### config.mk
export PLATFORM = sky130hd
export DESIGN_NAME = block_output
export DESIGN_NICKNAME = d
export VERILOG_FILES = /design/src/rtl/noc_pkg.sv /design/src/rtl/noc_fifo.sv /design/src/rtl/block_output.sv
export SDC_FILE = /design/constraint.sdc
export NUM_CORES = 1
export LEC_CHECK = 0
export ABC_AREA = 1
export ABC_CLOCK_PERIOD_IN_PS = 4900
export BUFFER_PORTS_ARGS = -buffer_cell sky130_fd_sc_hd__buf_2
export CAP_MARGIN = 20
export CORE_MARGIN = 2
export CORE_UTILIZATION = 55
export DETAILED_ROUTE_END_ITERATION = 6
export PLACE_DENSITY = 0.86
export SLEW_MARGIN = 20
export SYNTH_ARGS = -nofsm -noshare
export SYNTH_HDL_FRONTEND = slang
export SYNTH_HIERARCHICAL = 1
export SYNTH_SLANG_ARGS = --single-unit
### constraint.sdc
create_clock -name clk -period 4.9 [get_ports clk]
set_input_delay 0.49 -clock clk [delete_from_list [all_inputs] [get_ports clk]]
set_output_delay 0.49 -clock clk [all_outputs]
set_load 0.02 [all_outputs]
### src/rtl/noc_pkg.sv
// rtl/noc_pkg.sv - shared router types and defaults
package noc_pkg;

  localparam int NOC_DATA_WIDTH = 8;
  localparam int NOC_STALL_MAX  = 16;

  typedef logic [NOC_DATA_WIDTH-1:0] flit_t;

  typedef enum logic [1:0] {
    IDLE  = 2'd0,
    SEND  = 2'd1,
    STALL = 2'd2
  } out_state_t;

endpackage

### src/rtl/noc_fifo.sv
// rtl/noc_fifo.sv - synchronous fall-through FIFO with occupancy count
module noc_fifo #(
  parameter int WIDTH = 8,
  parameter int DEPTH = 4
) (
  input  logic                       clk,
  input  logic                       rst,
  input  logic [WIDTH-1:0]           push_data,
  input  logic                       push,
  input  logic                       pop,
  output logic [WIDTH-1:0]           head,
  output logic [$clog2(DEPTH+1)-1:0] count,
  output logic                       full
);

  localparam int AW = $clog2(DEPTH);
  localparam int CW = $clog2(DEPTH+1);

  logic [WIDTH-1:0] mem [DEPTH];
  logic [AW-1:0]    wr_ptr;
  logic [AW-1:0]    rd_ptr;
  logic             empty;
  logic             do_push;
  logic             do_pop;

  assign empty   = (count == '0);
  assign full    = (count == CW'(DEPTH));
  assign do_push = push && !full;
  assign do_pop  = pop && !empty;

  // Head is shown combinationally so the consumer sees it the cycle after the write.
  assign head = empty ? '0 : mem[rd_ptr];

  always_ff @(posedge clk) begin
    if (do_push) begin
      mem[wr_ptr] <= push_data;
    end
  end

  always_ff @(posedge clk) begin
    if (rst) begin
      wr_ptr <= '0;
      rd_ptr <= '0;
      count  <= '0;
    end else begin
      if (do_push) begin
        wr_ptr <= wr_ptr + AW'(1);
      end
      if (do_pop) begin
        rd_ptr <= rd_ptr + AW'(1);
      end
      case ({do_push, do_pop})
        2'b10:   count <= count + CW'(1);
        2'b01:   count <= count - CW'(1);
        default: count <= count;
      endcase
    end
  end

endmodule

### src/rtl/block_output.sv
// rtl/block_output.sv - router output port: FIFO, val/ret handshake, stall and overflow supervision
module block_output
  import noc_pkg::*;
#(
  parameter int DATA_WIDTH = NOC_DATA_WIDTH,
  parameter int DEPTH      = 4,
  parameter int STALL_MAX  = NOC_STALL_MAX
) (
  input  logic                       clk,
  input  logic                       rst,
  input  logic [DATA_WIDTH-1:0]      Data_in,
  input  logic                       wr_en,
  output logic                       full,
  output logic [DATA_WIDTH-1:0]      Data_out,
  output logic                       val_out,
  input  logic                       ret_out,
  output logic [$clog2(DEPTH+1)-1:0] count,
  output logic                       stall_err,
  output logic                       ovf_err
);

  localparam int CW  = $clog2(DEPTH+1);
  localparam int SCW = $clog2(STALL_MAX+1);

  logic           push;
  logic           pop;
  logic           stalled;
  logic [SCW-1:0] stall_cnt;
  out_state_t     state;
  out_state_t     state_next;

  noc_fifo #(
    .WIDTH (DATA_WIDTH),
    .DEPTH (DEPTH)
  ) u_fifo (
    .clk       (clk),
    .rst       (rst),
    .push_data (Data_in),
    .push      (push),
    .pop       (pop),
    .head      (Data_out),
    .count     (count),
    .full      (full)
  );

  // full comes from registered count, so a same-cycle pop never relieves it.
  assign push    = wr_en && !full;
  assign val_out = (count != '0) && !ret_out;
  assign pop     = val_out;
  assign stalled = (count != '0) && ret_out;

  always_ff @(posedge clk) begin
    if (rst) begin
      ovf_err <= 1'b0;
    end else if (wr_en && full) begin
      ovf_err <= 1'b1;
    end
  end

  always_ff @(posedge clk) begin
    if (rst) begin
      stall_cnt <= '0;
      stall_err <= 1'b0;
    end else if (!stalled) begin
      stall_cnt <= '0;
    end else begin
      if (stall_cnt != SCW'(STALL_MAX)) begin
        stall_cnt <= stall_cnt + SCW'(1);
      end
      if (stall_cnt == SCW'(STALL_MAX - 1)) begin
        stall_err <= 1'b1;
      end
    end
  end

  always_ff @(posedge clk) begin
    if (rst) begin
      state <= IDLE;
    end else begin
      state <= state_next;
    end
  end

  always_comb begin
    state_next = state;
    case (state)
      IDLE: begin
        if (push) begin
          state_next = SEND;
        end
      end
      SEND: begin
        if (pop && !push && (count == CW'(1))) begin
          state_next = IDLE;
        end else if (ret_out) begin
          state_next = STALL;
        end
      end
      STALL: begin
        if (!ret_out) begin
          state_next = SEND;
        end
      end
      default: state_next = IDLE;
    endcase
  end

endmodule
---- Word level (Yosys, flattened, before mapping) ----
Memories as Yosys holds them, arrays and structs flattened. A register that Yosys moved wholly into a read port is not among the register bits.
Cells that the tools add are included.
storage, ports and cells
  memories ................................ 1
  bits in writable memories ............... 32
  register bits after elaboration ......... 14
  output and inout port bits .............. 15
  bits of input ports ..................... 12
  logic and storage cells ................. 38
memory list
  name        words  width  rd ports  clocked after Yosys merged registers in  wr ports  RTL line        text
  u_fifo.mem  4      8      1         1                                        1         noc_fifo.sv:19  logic [WIDTH-1:0] mem [DEPTH];
cells by class
  eq/ne operators ......................... 5
  reductions and logical operators ........ 14
  muxes and demuxes ....................... 6
  bitwise operators ....................... 1
  add/sub/neg operators ................... 5
operators with widths
  kind                                              count
  two-way mux 8 bit                                 1
  logical AND 1 bit                                 6
  case mux 3 bit (2 select lines)                   1
  adder 5 x 1 -> 5 bit, second input constant       1
  == test 5 x 4 -> 1 bit, second input constant     1
  != test 5 bit, second input constant              1
  adder 2 x 1 -> 2 bit, second input constant       2
  two-way mux 2 bit                                 2
  adder 3 x 1 -> 3 bit, second input constant       1
  == test 3 bit, second input constant              1
  logical NOT 1 bit                                 3
  logical NOT 3 bit                                 1
  nonzero test 3 bit                                1
  subtractor 3 x 1 -> 3 bit, second input constant  1
  == test 2 x 1 -> 1 bit, second input constant     1
  == test 2 bit, second input constant              1
  two-way mux 1 bit                                 2
  AND reduction 2 bit                               1
  nonzero test 2 bit                                1
  OR reduction 2 bit                                1
  inverter 1 bit                                    1

---- Depth between registers and ports, before layout ----
  depth in word-level cells ............... 6
  gate-level depth with buffers ........... 14

---- Modules after synthesis ----
The synthesis kept the hierarchy.
modules (own cells, without submodules)
  module        sequential area each (um^2)  area an instance (um^2)  instances  cells an instance
  noc_fifo      1141.1                       1796.7                   1          172
  block_output  140.1                        345.3                    1          48

---- Least setup slack after synthesis ----
OpenSTA, ideal clock, no wires.
  kind .................................... reg2reg
  start ................................... register u_fifo.count[2]
  end ..................................... register u_fifo.count[2]
  stages on the path, launching flop included .. 14
  library setup time ...................... 0.110 ns
  data arrival time ....................... 2.095 ns
  clock period less this slack ............ 2.205 ns
  path slack .............................. 2.695 ns
  buffers on the path ..................... 0
  cells stage by stage .................... dfxtp_1 > inv_1 > a21oi_1 > inv_1 > nor2_1 > ha_1 > inv_1 > fa_1 > inv_1 > nand2_1 > nand3_1 > nand2_1 > inv_1 > nor2_1
on the way
  elaborated cells on any way between the ends .. 15
  those cells by class .................... add/sub (2); eq/ne (3); mux (1); reduce/logical (9)
RTL lines
  element                                                                RTL line            text
  start, declared                                                        noc_fifo.sv:12      output logic [$clog2(DEPTH+1)-1:0] count,
  start signal, assigned                                                 noc_fifo.sv:53      2'b10: count <= count + CW'(1);
  start signal, assigned                                                 noc_fifo.sv:54      2'b01: count <= count - CW'(1);
  start signal, assigned                                                 noc_fifo.sv:55      default: count <= count;
  nonzero test 3 bit (*)                                                 block_output.sv:48  assign val_out = (count != '0) && !ret_out;
  logical AND 1 bit (*)                                                  block_output.sv:48
  net val_out                                                            block_output.sv:15  output logic val_out,
  logical AND 1 bit (*)                                                  noc_fifo.sv:29      assign do_pop = pop && !empty;
  net u_fifo.do_pop                                                      noc_fifo.sv:24      logic do_pop;
  == test 2 x 1 -> 1 bit or == test 2 bit (tied branches)                noc_fifo.sv:52      case ({do_push, do_pop})
  case mux 3 bit (2 select lines) or nonzero test 2 bit (tied branches)  --
The timed path passes the listed nets; every way through them passes the cells marked *.
A chain may end at the register's enable or synchronous reset.

==> run_results.csv <==
group,metric,value,unit
status,status,"finished clean",
hold_path,hold_class,"input port to register",
critical_path,cp_cell_sequence,"nand2_1 > nand2_1 > nand2_1 > a21oi_1 > buf_2",
critical_path,worstPathMaxFanout,17,
placed_design,place_inst,290,
critical_path,endpoint_kind,"output port",
critical_path,startpoint_type,"register",
sta,clock_skew,0.00391,ns
finish,drive_gt1_share,16.4,%
clock_tree,htree_levels,2,
finish,antenna_cells,0,
die,rows,22,
route,via_per_inst,4.90,
clock_tree,root_buffer,"clkbuf_8",
yosys,synth_most_common_cell,"nand2_1",
sta,setup_viol_count_final,0,
power_and_ir_drop,p_int,0.760,mW
power_and_ir_drop,seqPwrFrac,44.6,%
sta,report.final.slew_viol_count,0,
yosys,ys.flop_type,"edfxtp_1",
yosys,yosysTopAreaCell,"edfxtp_1",
route,drc,0,
yosys,ys_ff_latch,48,
power_and_ir_drop,pwr-share-comb,32.9,%
die,die_area,0.00441,sq mm
power_and_ir_drop,leakage,1.03,nW
global_route,grt_max_degree,18,
clock_tree,cts_resized,0,
critical_path,worst_path_most_repeated_cell,"nand2_1",
yosys,synthesis.nets,241,
power_and_ir_drop,p_sw,0.425,mW
power_and_ir_drop,p_clk_share,22.6,%
clock_tree,clkLatencyLatePin,0.29,ns
clock_tree,cts_tree,"done",
route,ant_nets,0,
die,start_util,57.6,%
clock_tree,numCtsBuffers,5,
clock_tree,clkTransAtPathRegs,0.08,ns
critical_path,crit_slowest_cell,"dfxtp_1",
sta,tns,0,ns
global_route,met3_usage,5.11,%
route,wire_per_inst,11.3,um
clock_tree,hold_buffers,0,
yosys,synth_warnings,6,
hold_path,min_from,"rst",
finish,syn_to_final_growth,11.4,%
route,num_vias,1459,
job,maxCapViolCount,0,
global_route,grt_pass1_wl,5240,um
sta,fin_crit_sh,46.4,%
route,firstDrtPassIters,4,
global_route,gr-usage-all-layers,16.6,%
clock_tree,clock_tree.buffer_depth,2,
sta,clock.fmax,440,MHz
die,die_w,66.4,um
critical_path,worstPathRequired,4.41,ns
route,dr.first_iter.drc_count,63,
yosys,netlist_instances,220,
sta,period_needed,2.27,ns
yosys,synth_top_area_share,44.9,%
yosys,synth-edff-count,32,
sta,tightest_slew,0.773,ns
sta,hold_violations,0,
global_route,antenna_found_initial,0,
sta,maxSlewHeadroom,48.4,%
global_route,grt_pass1_vias,1309,
die,die_y,66.4,um
critical_path,worst-endpoint-arrival,1.78,ns
critical_path,crit_type,"register to output port",
die,coreArea,0.00372,sq mm
global_route,grt.met2_usage,30.6,%
yosys,synth.cell_area,0.00214,sq mm
global_route,grtUsageMet1,16.5,%
sta,holdWs,0.386,ns
die,io_pins,27,
placed_design,portBuffers,26,
clock_tree,post-cts-setup-buffers,0,
route,routed_wirelength,3360,um
finish,final_nets,270,
placed_design,dp_hpwl,2320,um
power_and_ir_drop,ir_drop,0.373,mV
finish,instances_no_fill,298,
yosys,synth.area.top_cells,"edfxtp_1, dfxtp_1, nand2_1, nor2_1, inv_1",
yosys,ys_seq_area_share,59.8,%
global_route,busiest_layer,"met2",
clock_tree,clock_sinks,48,
placed_design,gp_congestion,0.774,
critical_path,worstReg2RegStart,"u_fifo/count[1]",
placed_design,dpl_worst_slack,2.69,ns
yosys,async_reset_ff_share,0,%
critical_path,critical-path-max-stage-delay,0.82,ns
yosys,synth_area_per_cell,9.74,sq um
global_route,grt.overflow.total,0,
sta,worst_slack,2.63,ns
sta,rsz0062_at_grt,"false",
power_and_ir_drop,power.density,497,mW/mm^2
yosys,synth_cell_types,21,
yosys,synth_common_cells,"nand2_1, edfxtp_1, nor2_1",
power_and_ir_drop,swShare,35.9,%
[per-layer routing]
layer / wire length (um) / share of wire (%)
met1: 1380 / 41
met2: 1760 / 52
met3: 158 / 4.7
met4: 62 / 1.8
met5: 0 / 0
[worst max-delay path: cells and delay by family (launching register included)]
kind | cells | cell delay, ns
AOI/OAI and AO/OA | 1 | 0.17
DFF | 1 | 0.82
buffers and inverters | 1 | 0.19
and+or+nand+nor | 3 | 0.30
[through the flow]
step	total power [mW]	utilization, %	instance area (sq um)
floorplan	0.829	-	2140
global placement	0.913	61.3	2280
detailed placement	0.927	61.3	2280
CTS	1.19	64.2	2390
global route	1.26	64.2	2390
finish	1.19	64.2	2390
[sequential cells by signal (all words and copies together), names as in the netlist, named ones only]
register       count
stall_cnt          5
u_fifo/count       3
u_fifo/wr_ptr      2
stall_err          1
u_fifo/rd_ptr      2
ovf_err            1
u_fifo/mem        32
[power groups by stage]
stage / Combinational [mW] / Sequential [mW] / Clock (mW)
detailed placement: 0.388 / 0.539 / 0
finish: 0.389 / 0.528 / 0.267
floorplan: 0.298 / 0.531 / 0
global placement: 0.377 / 0.535 / 0
global route: 0.434 / 0.535 / 0.288
CTS: 0.390 / 0.529 / 0.273
[area by class of cell]
type	count	area, sq um
clock buffers	6	72.6
clock inverters	2	35.0
fillers	292	1330
inverters	29	116
multi-input cells	139	691
flip-flops and latches	48	1280
well taps	48	60.1
repair buffers	26	130
[final timing paths]
check | to | slack (ns) | depth (start not counted)
worst max-delay path | Data_out[4] | 2.63 | 5
worst min-delay path | ovf_err | 0.39 | 2
worst min register to register | stall_err | 0.47 | 2
worst max register to register | u_fifo/count[1] | 2.68 | 9
[cells in the final DEF, fill, tap and decap left out, types with 2 or more instances in the layout]
cell type / instances
nand2_1: 48
edfxtp_1: 32
nor2_1: 31
inv_1: 27
buf_2: 26
a21oi_1: 20
dfxtp_1: 16
nand3_1: 9
o21ai_0: 9
ha_1: 8
clkbuf_8: 5
nor2_2: 3
nand2_2: 3
nand4_1: 2
o21ai_1: 2
[cells by family after synthesis]
logic type	share of synthesized area (%)
adders and majority gates	5.61
DFF	59.8
and+or+nand+nor	19.4
buffers and inverters	7.94
AOI/OAI and AO/OA	7.24
Power figures use the tool's default switching activity.
